**config.mk**
```make
export PLATFORM = sky130hd
export DESIGN_NAME = uart_transmitter
export DESIGN_NICKNAME = d
export VERILOG_FILES = /design/src/rtl/uart_transmitter.sv
export SDC_FILE = /design/constraint.sdc
export NUM_CORES = 1
export LEC_CHECK = 0
export ABC_AREA = 1
export CORE_ASPECT_RATIO = 0.6
export CORE_MARGIN = 2
export CORE_UTILIZATION = 35
export DETAILED_ROUTE_END_ITERATION = 8
export PLACE_DENSITY = 0.5
export SYNTH_ARGS = -nofsm -noshare
export SYNTH_HDL_FRONTEND = slang
export SYNTH_SLANG_ARGS = --single-unit
```
**constraint.sdc**
```tcl
create_clock -name clk -period 3.78 [get_ports clk]
set_input_delay 0.756 -clock clk [delete_from_list [all_inputs] [get_ports clk]]
set_output_delay 0.756 -clock clk [all_outputs]
set_load 0.01 [all_outputs]
```
**src/rtl/uart_transmitter.sv**
```systemverilog
// uart_transmitter: UART serialiser with a one-byte holding register.
// Frames are 8N1, or 8E1 when UART_TX_PARITY_EN is defined (even parity).
// A byte can be accepted while the previous frame is on the line, so a frame
// in flight plus one pending byte gives back-to-back frames with no idle gap.
//
// Ports:
//   clk      - system clock, rising edge
//   reset    - synchronous, active-low reset
//   tx_data  - byte to send, taken when tx_valid && tx_ready
//   tx_valid - producer has a byte
//   tx_ready - holding register empty (registered)
//   tx_busy  - frame in progress or byte pending (registered)
//   tx_done  - one-cycle pulse after a stop bit completes (registered)
//   uart_tx  - serial line, idle high (registered)
module uart_transmitter #(
  parameter int unsigned CLK_FREQ_HZ = 20_000_000,
  parameter int unsigned BAUD_RATE   = 115_200,
  parameter int unsigned DATA_WIDTH  = 8
) (
  input  logic                  clk,
  input  logic                  reset,
  input  logic [DATA_WIDTH-1:0] tx_data,
  input  logic                  tx_valid,
  output logic                  tx_ready,
  output logic                  tx_busy,
  output logic                  tx_done,
  output logic                  uart_tx
);

  localparam int unsigned CLKS_PER_BIT = CLK_FREQ_HZ / BAUD_RATE;
  localparam int unsigned CNT_W        = (CLKS_PER_BIT < 2) ? 1 : $clog2(CLKS_PER_BIT);
  localparam int unsigned BIT_W        = $clog2(DATA_WIDTH) + 1;

  generate
    if (CLKS_PER_BIT < 2) begin : g_cpb_check
      $error("uart_transmitter: CLK_FREQ_HZ / BAUD_RATE must be at least 2");
    end
  endgenerate

`ifdef UART_TX_PARITY_EN
  typedef enum logic [2:0] {IDLE, START, DATA, PARITY, STOP} state_e;
`else
  typedef enum logic [2:0] {IDLE, START, DATA, STOP} state_e;
`endif

  state_e                state_q, state_d;
  logic [CNT_W-1:0]      baud_q, baud_d;
  logic [BIT_W-1:0]      bit_q, bit_d;
  logic [DATA_WIDTH-1:0] shift_q, shift_d;
  logic [DATA_WIDTH-1:0] hold_q, hold_d;
  logic                  hold_full_q, hold_full_d;
  logic                  uart_tx_q, uart_tx_d;
  logic                  ready_q, ready_d;
  logic                  busy_q, busy_d;
  logic                  done_q, done_d;
  logic                  baud_last;
`ifdef UART_TX_PARITY_EN
  logic                  parity_q, parity_d;
`endif

  assign baud_last = (baud_q == CNT_W'(CLKS_PER_BIT - 1));

  // State and datapath registers
  always_ff @(posedge clk) begin
    if (!reset) begin
      state_q     <= IDLE;
      baud_q      <= '0;
      bit_q       <= '0;
      shift_q     <= '0;
      hold_q      <= '0;
      hold_full_q <= 1'b0;
      uart_tx_q   <= 1'b1;
      ready_q     <= 1'b1;
      busy_q      <= 1'b0;
      done_q      <= 1'b0;
`ifdef UART_TX_PARITY_EN
      parity_q    <= 1'b0;
`endif
    end else begin
      state_q     <= state_d;
      baud_q      <= baud_d;
      bit_q       <= bit_d;
      shift_q     <= shift_d;
      hold_q      <= hold_d;
      hold_full_q <= hold_full_d;
      uart_tx_q   <= uart_tx_d;
      ready_q     <= ready_d;
      busy_q      <= busy_d;
      done_q      <= done_d;
`ifdef UART_TX_PARITY_EN
      parity_q    <= parity_d;
`endif
    end
  end

  // Next-state logic; outputs are computed from the next state so the line
  // changes on the same edge the FSM enters a new bit.
  always_comb begin
    state_d     = state_q;
    baud_d      = baud_q;
    bit_d       = bit_q;
    shift_d     = shift_q;
    hold_d      = hold_q;
    hold_full_d = hold_full_q;
    done_d      = 1'b0;
`ifdef UART_TX_PARITY_EN
    parity_d    = parity_q;
`endif

    // ready_q mirrors ~hold_full_q, so acceptance and a load never coincide
    if (tx_valid && ready_q) begin
      hold_d      = tx_data;
      hold_full_d = 1'b1;
    end

    case (state_q)
      IDLE: begin
        if (hold_full_q) begin
          shift_d     = hold_q;
          hold_full_d = 1'b0;
          baud_d      = '0;
          state_d     = START;
`ifdef UART_TX_PARITY_EN
          parity_d    = ^hold_q;
`endif
        end
      end
      START: begin
        if (baud_last) begin
          baud_d  = '0;
          bit_d   = '0;
          state_d = DATA;
        end else begin
          baud_d = baud_q + CNT_W'(1);
        end
      end
      DATA: begin
        if (baud_last) begin
          baud_d  = '0;
          shift_d = shift_q >> 1;
          if (bit_q == BIT_W'(DATA_WIDTH - 1)) begin
`ifdef UART_TX_PARITY_EN
            state_d = PARITY;
`else
            state_d = STOP;
`endif
          end else begin
            bit_d = bit_q + BIT_W'(1);
          end
        end else begin
          baud_d = baud_q + CNT_W'(1);
        end
      end
`ifdef UART_TX_PARITY_EN
      PARITY: begin
        if (baud_last) begin
          baud_d  = '0;
          state_d = STOP;
        end else begin
          baud_d = baud_q + CNT_W'(1);
        end
      end
`endif
      STOP: begin
        if (baud_last) begin
          done_d = 1'b1;
          baud_d = '0;
          // Pending byte starts immediately for a gap-free next frame
          if (hold_full_q) begin
            shift_d     = hold_q;
            hold_full_d = 1'b0;
            state_d     = START;
`ifdef UART_TX_PARITY_EN
            parity_d    = ^hold_q;
`endif
          end else begin
            state_d = IDLE;
          end
        end else begin
          baud_d = baud_q + CNT_W'(1);
        end
      end
      default: begin
        baud_d  = '0;
        state_d = IDLE;
      end
    endcase
  end

  // Registered output values derived from the next state
  always_comb begin
    uart_tx_d = 1'b1;
    case (state_d)
      START:   uart_tx_d = 1'b0;
      DATA:    uart_tx_d = shift_d[0];
`ifdef UART_TX_PARITY_EN
      PARITY:  uart_tx_d = parity_d;
`endif
      default: uart_tx_d = 1'b1;
    endcase
    ready_d = ~hold_full_d;
    busy_d  = (state_d != IDLE) || hold_full_d;
  end

  assign uart_tx  = uart_tx_q;
  assign tx_ready = ready_q;
  assign tx_busy  = busy_q;
  assign tx_done  = done_q;

endmodule

```
==> results of run 1 <==
## cells by family (layout without fill, tap and decap cells)
family          count (synthesis)  count (layout)  share of synthesized area [%]
flops                          36              36                          40.34
fa+ha+maj                       3               3                          2.101
simple gates                  118             118                          29.97
compound gates                 53              53                          16.53
other cells                     1               1                         0.2099
buf+inv                        41              58                          9.383
xor+xnor                        3               3                          1.471
## per-layer routing
metal  vias up  global-route usage (%)
met1       675                   26.86
li1        842                       -
met2        34                   17.76
met5         -                       0
met3         5                   4.962
met4         0                   5.510
## worst register-to-register path: stages (launching register included)
cell and delay, ns:
dfxtp_1 0.34, inv_1 0.09, ha_1 0.20, nand2_1 0.10, nor2_4 0.14, nand2_4 0.11, o21ai_4 0.30, o21ai_0 0.20
nand3_1 0.13, inv_1 0.05
## how the worst max path moves through the flow
stage	endpoint	slack (ns)	cells after the start
after floorplan	shift_q[6]	2.36	10
after global placement	baud_q[7]	1.49	3
after detailed placement	baud_q[7]	1.45	3
after CTS	baud_q[7]	1.76	3
after global routing	baud_q[6]	1.62	3
final	baud_q[7]	1.78	3
## registers in the layout (all words and copies together) (netlist names)
register,cells
baud_q,8
hold_q,8
shift_q,8
bit_q,4
state_q,3
hold_full_q,1
tx_busy,1
tx_done,1
tx_ready,1
uart_tx,1
## per-stage QoR
stage	std cells	setup WS [ns]
after CTS	338	1.759
after global placement	330	1.487
final	338	1.784
after detailed placement	330	1.453
after floorplan	255	2.358
after global routing	338	1.622
## area by class of cell
cell class	count	area [sq um]	share of cell area [%]
Clock buffer	5	68.82	3.333
Clock inverter	3	18.77	0.9091
Inverter	36	135.1	6.545
Multi-Input combinational cell	178	898.4	43.52
Sequential cell	36	720.7	34.91
Tap cell	66	82.58	4.000
Timing Repair Buffer	14	140.1	6.788
## cell usage in the layout (no fill, tap or decap), types with 3 or more instances in the layout
cell type         n
clkdlybuf4s50_1  14
nand2_2           4
a21oi_1          18
inv_1            33
nor2_1           32
o21ai_0          25
dfxtp_1          36
ha_1              3
inv_2             3
xor2_1            3
clkbuf_8          5
nor3_1            6
nand3_1          14
nand2_1          53
## power breakdown
group	switching [uW]	internal [uW]	total (uW)
clock network	146	128	275
logic	61.1	41.5	103
registers	15.5	399	415
total	223	569	792
==> results_dict.tcl, run 1 <==
set metrics [dict create \
    timing.max_cap.violations 0 \
    report.final.setup_viol 0 \
    post_drt_wl_per_cell_microns 11.87 \
    slowest_stage "clkdlybuf4s50_1" \
    critical_path.startpoint "reset" \
    worstPathArrival_ns 2.21 \
    source_to_sink_clock_delay_at_the_later_pin_of_the_worst_skew_pair_ns 0.29 \
    synthesis.area_per_instance_sq_um 7.007 \
    finish.net_count 285 \
    critical_path.reg2reg.endpoint "shift_q[7]" \
    setup_repair_after_global_routing_missed_its_margin "false" \
    drt-initial-drc-count 110 \
    worst_hold_class "reg2reg" \
    synth_cells 255 \
    clkSlewWorstSetupHoldPaths_ns 0.08 \
    route.antenna.remaining_nets 0 \
    global_route.overflow_total 0 \
    total_power_uw 792.2 \
    detailroute.via_count 1556 \
    highest_layer "met4" \
    wl_met3_microns 252 \
    rrSetupSlack_ns 2.02 \
    global_route_wire_length_before_repair_microns 6775 \
    whs_endpoint "hold_q[0]" \
    die_width_microns 96.24 \
    hold_path.startpoint "hold_q[0]" \
    number_of_buffers_inserted_during_clock_tree_synthesis 5 \
    synth_async_sr_flop_share_pct 0 \
    remaining_drc_errors 0 \
    max-clock-path-buffers 2 \
    worst_ir_drop_vdd_v 0.0001551 \
    grt_antenna_before_repair 0 \
    drt-pass1-iter-count 4 \
    filler_cell_count 528 \
    worstRegToRegCells 9 \
    netlist_top_cells_count "nand2_1 (53), dfxtp_1 (36), inv_1 (33)" \
    area.growth.synth_to_final_pct 15.55 \
    path_buf_inv 1 \
    worst_path_dominant_cell_family "buffers and inverters" \
    top_level_ports 15 \
    grt_pass1_vias 1362 \
    cts_root_buffer "clkbuf_8" \
    timing.critical_path.fanout_max 22 \
    place_area_sq_um 1977 \
    cts_setup_buffers 0 \
    slew_headroom_pct 49.01 \
    hold_violations 0 \
    end_kind "flop" \
    yosys_register_bits 36 \
    design.core.area_sq_um 4980 \
    totalNegativeSetupSlack_ns 0 \
    timing.critical_path.required_ns 4.00 \
    synth.net_count 269 \
    die-area_sq_um 5711 \
    slew_viol_final 0 \
    ys_warn_count 0 \
    final.hold.worst_slack_ns 0.4708 \
    floorplan.die.height_microns 59.35 \
    yosysTopAreaCell "dfxtp_1" \
    detail_route.wirelength.met1_microns 2402 \
    effective_utilization_at_floorplan_pct 35.88 \
    drt_via_density 4.604 \
    hold_depth 2 \
    yosysMostFrequentCell "nand2_1" \
    fin_worst_skew_ns 0.004123 \
    synth_seq_area_share_pct 40.34 \
    fmaxAchievable_mhz 501.1 \
    finalWirelength_microns 4012 \
    synthFlopType "dfxtp_1" \
    antenna-diode-count 0 \
    route.met2.wl_microns 1316 \
    count_of_different_cell_masters_after_synthesis 32 \
    h-tree-depth 2 \
    cts.hold.buffers_added 0 \
    timing.critical_path.from_type "input pin" \
    rows 20 \
    grt_use_total_pct 16.03 \
    utilization_pct 41.46 \
    mappedNetlistArea_sq_um 1787 \
    power_leakage_uw 0.0008732 \
    grt_max_degree 23 \
    tritoncts "done" \
    final_cell_area_sq_um 2064 \
    gp_congestion 0.8176 \
    regToRegStartpoint "baud_q[0]" \
    clkSinkCount 36 \
    crit_path_cell_trace "clkdlybuf4s50_1 -> nand2_2 -> nor3b_2" \
    post_cts_resized 0 \
    max_slew.worst_pin.slew_ns 0.7625 \
    critPathMaxStageDelay_ns 0.96 \
    synth-edff-count 0 \
    criticalPathCategory "in2reg" \
    final.min_clock_period_ns 1.996 \
    cellPowerDensity_nw_per_um2 383.7 \
    io_buffers 14 \
    synth_top_area_share_pct 40.34 \
    dp.final_hpwl_microns 2931 \
    outcome "finished clean" \
    fraction_of_layout_instances_using_a_drive_strength_above_1_pct 9.191 \
    layout_worst_path_cycle_share_pct 52.80 \
    netlist_top_cells_area "dfxtp_1 (40%), nand2_1 (11%), o21ai_0 (7.0%), inv_1 (6.9%), nor2_1 (6.7%)" \
]
No activity file was read; power rests on OpenSTA's default activity.
==> run 2, diff against run 1 <==
- PLACE_DENSITY: 0.5 -> 0.52
- clock period: 3.78 -> 1.7 ns (I/O delays scaled with it)
==> run 2 against run 1 <==
  * Sequential power rose by 120%
  * Via count grew 4.9%
  * Clock skew increased by 0.0054 ns
  * Final cell count grew 3.8%
  * Critical path depth rose by 7
  * Clock power increased to 3.9 times the previous value
  * Register-to-register slack worse by 1.9 ns
  * Largest power group is now clock
==> results_dict.tcl, run 2 (synthesis results as in run 1) <==
set metrics [dict create \
    clkSlewWorstSetupHoldPaths_ns 0.08 \
    worst_hold_class "reg2reg" \
    totalNegativeSetupSlack_ns 0 \
    tritoncts "done" \
    route.met2.wl_microns 1452 \
    finalWirelength_microns 4141 \
    timing.critical_path.fanout_max 8 \
    wl_met3_microns 174 \
    global_route_wire_length_before_repair_microns 6624 \
    die_width_microns 96.24 \
    die-area_sq_um 5711 \
    critPathMaxStageDelay_ns 0.34 \
    end_kind "flop" \
    floorplan.die.height_microns 59.35 \
    power_leakage_uw 0.0009734 \
    cts.hold.buffers_added 0 \
    timing.critical_path.from_type "flop" \
    layout_worst_path_cycle_share_pct 93.36 \
    final.hold.worst_slack_ns 0.4693 \
    place_area_sq_um 2022 \
    design.core.area_sq_um 4980 \
    hold_violations 0 \
    hold_path.startpoint "hold_q[0]" \
    post_drt_wl_per_cell_microns 11.80 \
    gp_congestion 0.8761 \
    highest_count_cells_in_the_layout_ignoring_fill_and_taps "nand2_1 (52), dfxtp_1 (34), nor2_1 (32)" \
    regToRegStartpoint "baud_q[1]" \
    final_cell_area_sq_um 2253 \
    setup_repair_after_global_routing_missed_its_margin "true" \
    report.final.setup_viol 0 \
    fraction_of_layout_instances_using_a_drive_strength_above_1_pct 15.44 \
    drt-initial-drc-count 103 \
    effective_utilization_at_floorplan_pct 35.88 \
    slowest_stage "dfxtp_2" \
    worstPathArrival_ns 1.78 \
    timing.critical_path.required_ns 1.89 \
    grt_pass1_vias 1327 \
    drt_via_density 4.650 \
    route.antenna.remaining_nets 0 \
    max-clock-path-buffers 2 \
    criticalPathCategory "reg2reg" \
    clkSinkCount 36 \
    utilization_pct 45.25 \
    filler_cell_count 496 \
    grt_antenna_before_repair 0 \
    antenna-diode-count 0 \
    global_route.overflow_total 0 \
    crit_path_cell_trace "inv_2 -> ha_2 -> nand2_2 -> nor2_4 -> nand2_4 -> o21ai_4 -> buf_4 -> o21ai_2 -> a21oi_1 -> nor2_1" \
    h-tree-depth 2 \
    final.min_clock_period_ns 1.587 \
    drt-pass1-iter-count 4 \
    number_of_buffers_inserted_during_clock_tree_synthesis 5 \
    finish.net_count 298 \
    area.growth.synth_to_final_pct 26.12 \
    source_to_sink_clock_delay_at_the_later_pin_of_the_worst_skew_pair_ns 0.30 \
    remaining_drc_errors 0 \
    cts_root_buffer "clkbuf_8" \
    slew_viol_final 0 \
    layout_commonest_cell "nand2_1" \
    outcome "finished clean" \
    biggestRegsByFlops "baud_q: 8 flops, hold_q: 8 flops, shift_q: 8 flops" \
    grt_use_total_pct 15.75 \
    detail_route.wirelength.met1_microns 2446 \
    critical_path.startpoint "baud_q[1]" \
    fin_worst_skew_ns 0.009492 \
    rows 20 \
    cellPowerDensity_nw_per_um2 998.5 \
    top_level_ports 15 \
    highest_layer "met4" \
    grt_max_degree 15 \
    fmaxAchievable_mhz 630.1 \
    worst_ir_drop_vdd_v 0.0005173 \
    io_buffers 14 \
    timing.max_cap.violations 0 \
    detailroute.via_count 1632 \
    dp.final_hpwl_microns 2943 \
    total_power_uw 2250 \
]
-- run 2: final cells by class --
cell class | instances | area [sq um] | share of cell area, %
clock inverter | 3 | 90.09 | 3.998
multi-input combinational | 178 | 903.4 | 40.09
timing repair buffer | 27 | 250.2 | 11.10
inverter | 36 | 135.1 | 5.997
tap | 66 | 82.58 | 3.665
clock buffer | 5 | 68.82 | 3.054
sequential | 36 | 723.2 | 32.09
-- run 2: worst max-delay path: cells and delay by family (launching register included) --
kind	cells	cell delay [ns]
compound gates	3	0.37
flops	1	0.34
simple gates	4	0.37
fa+ha+maj	1	0.18
buf+inv	2	0.23
-- run 2: final timing paths --
kind / cells past startpoint / end / slack, ns
max: 10 / shift_q[4] / 0.11
max reg2reg: 10 / shift_q[4] / 0.11
min reg2reg: 2 / hold_q[0] / 0.47
min: 2 / hold_q[0] / 0.47
-- run 2: routing by layer --
layer | global-route usage (%) | vias to the layer above
li1 | - | 869
met1 | 25.89 | 722
met2 | 17.76 | 34
met3 | 4.198 | 7
met4 | 7.347 | 0
met5 | 0 | -
-- run 2: report_power, final --
part	switching [uW]	total [uW]	internal (uW)
Clock	336	1070	734
Combinational	147	261	114
Sequential	29.9	919	889
Total	513	2250	1740
-- run 2: repair_timing --
item,CTS,global route
resized for setup,0,10
setup buffers,0,7
endpoints found under the setup margin,0,12
endpoints found under the hold margin,0,0
-- run 2: stage by stage --
| step | instances | setup slack (ns) |
|---|---|---|
| 2_1_floorplan | 255 | 0.2781 |
| 3_3_place_gp | 336 | 0.1257 |
| 3_5_place_dp | 336 | 0.04517 |
| 4_1_cts | 344 | 0.03033 |
| 5_1_grt | 351 | -0.01439 |
| 6_report | 351 | 0.1128 |
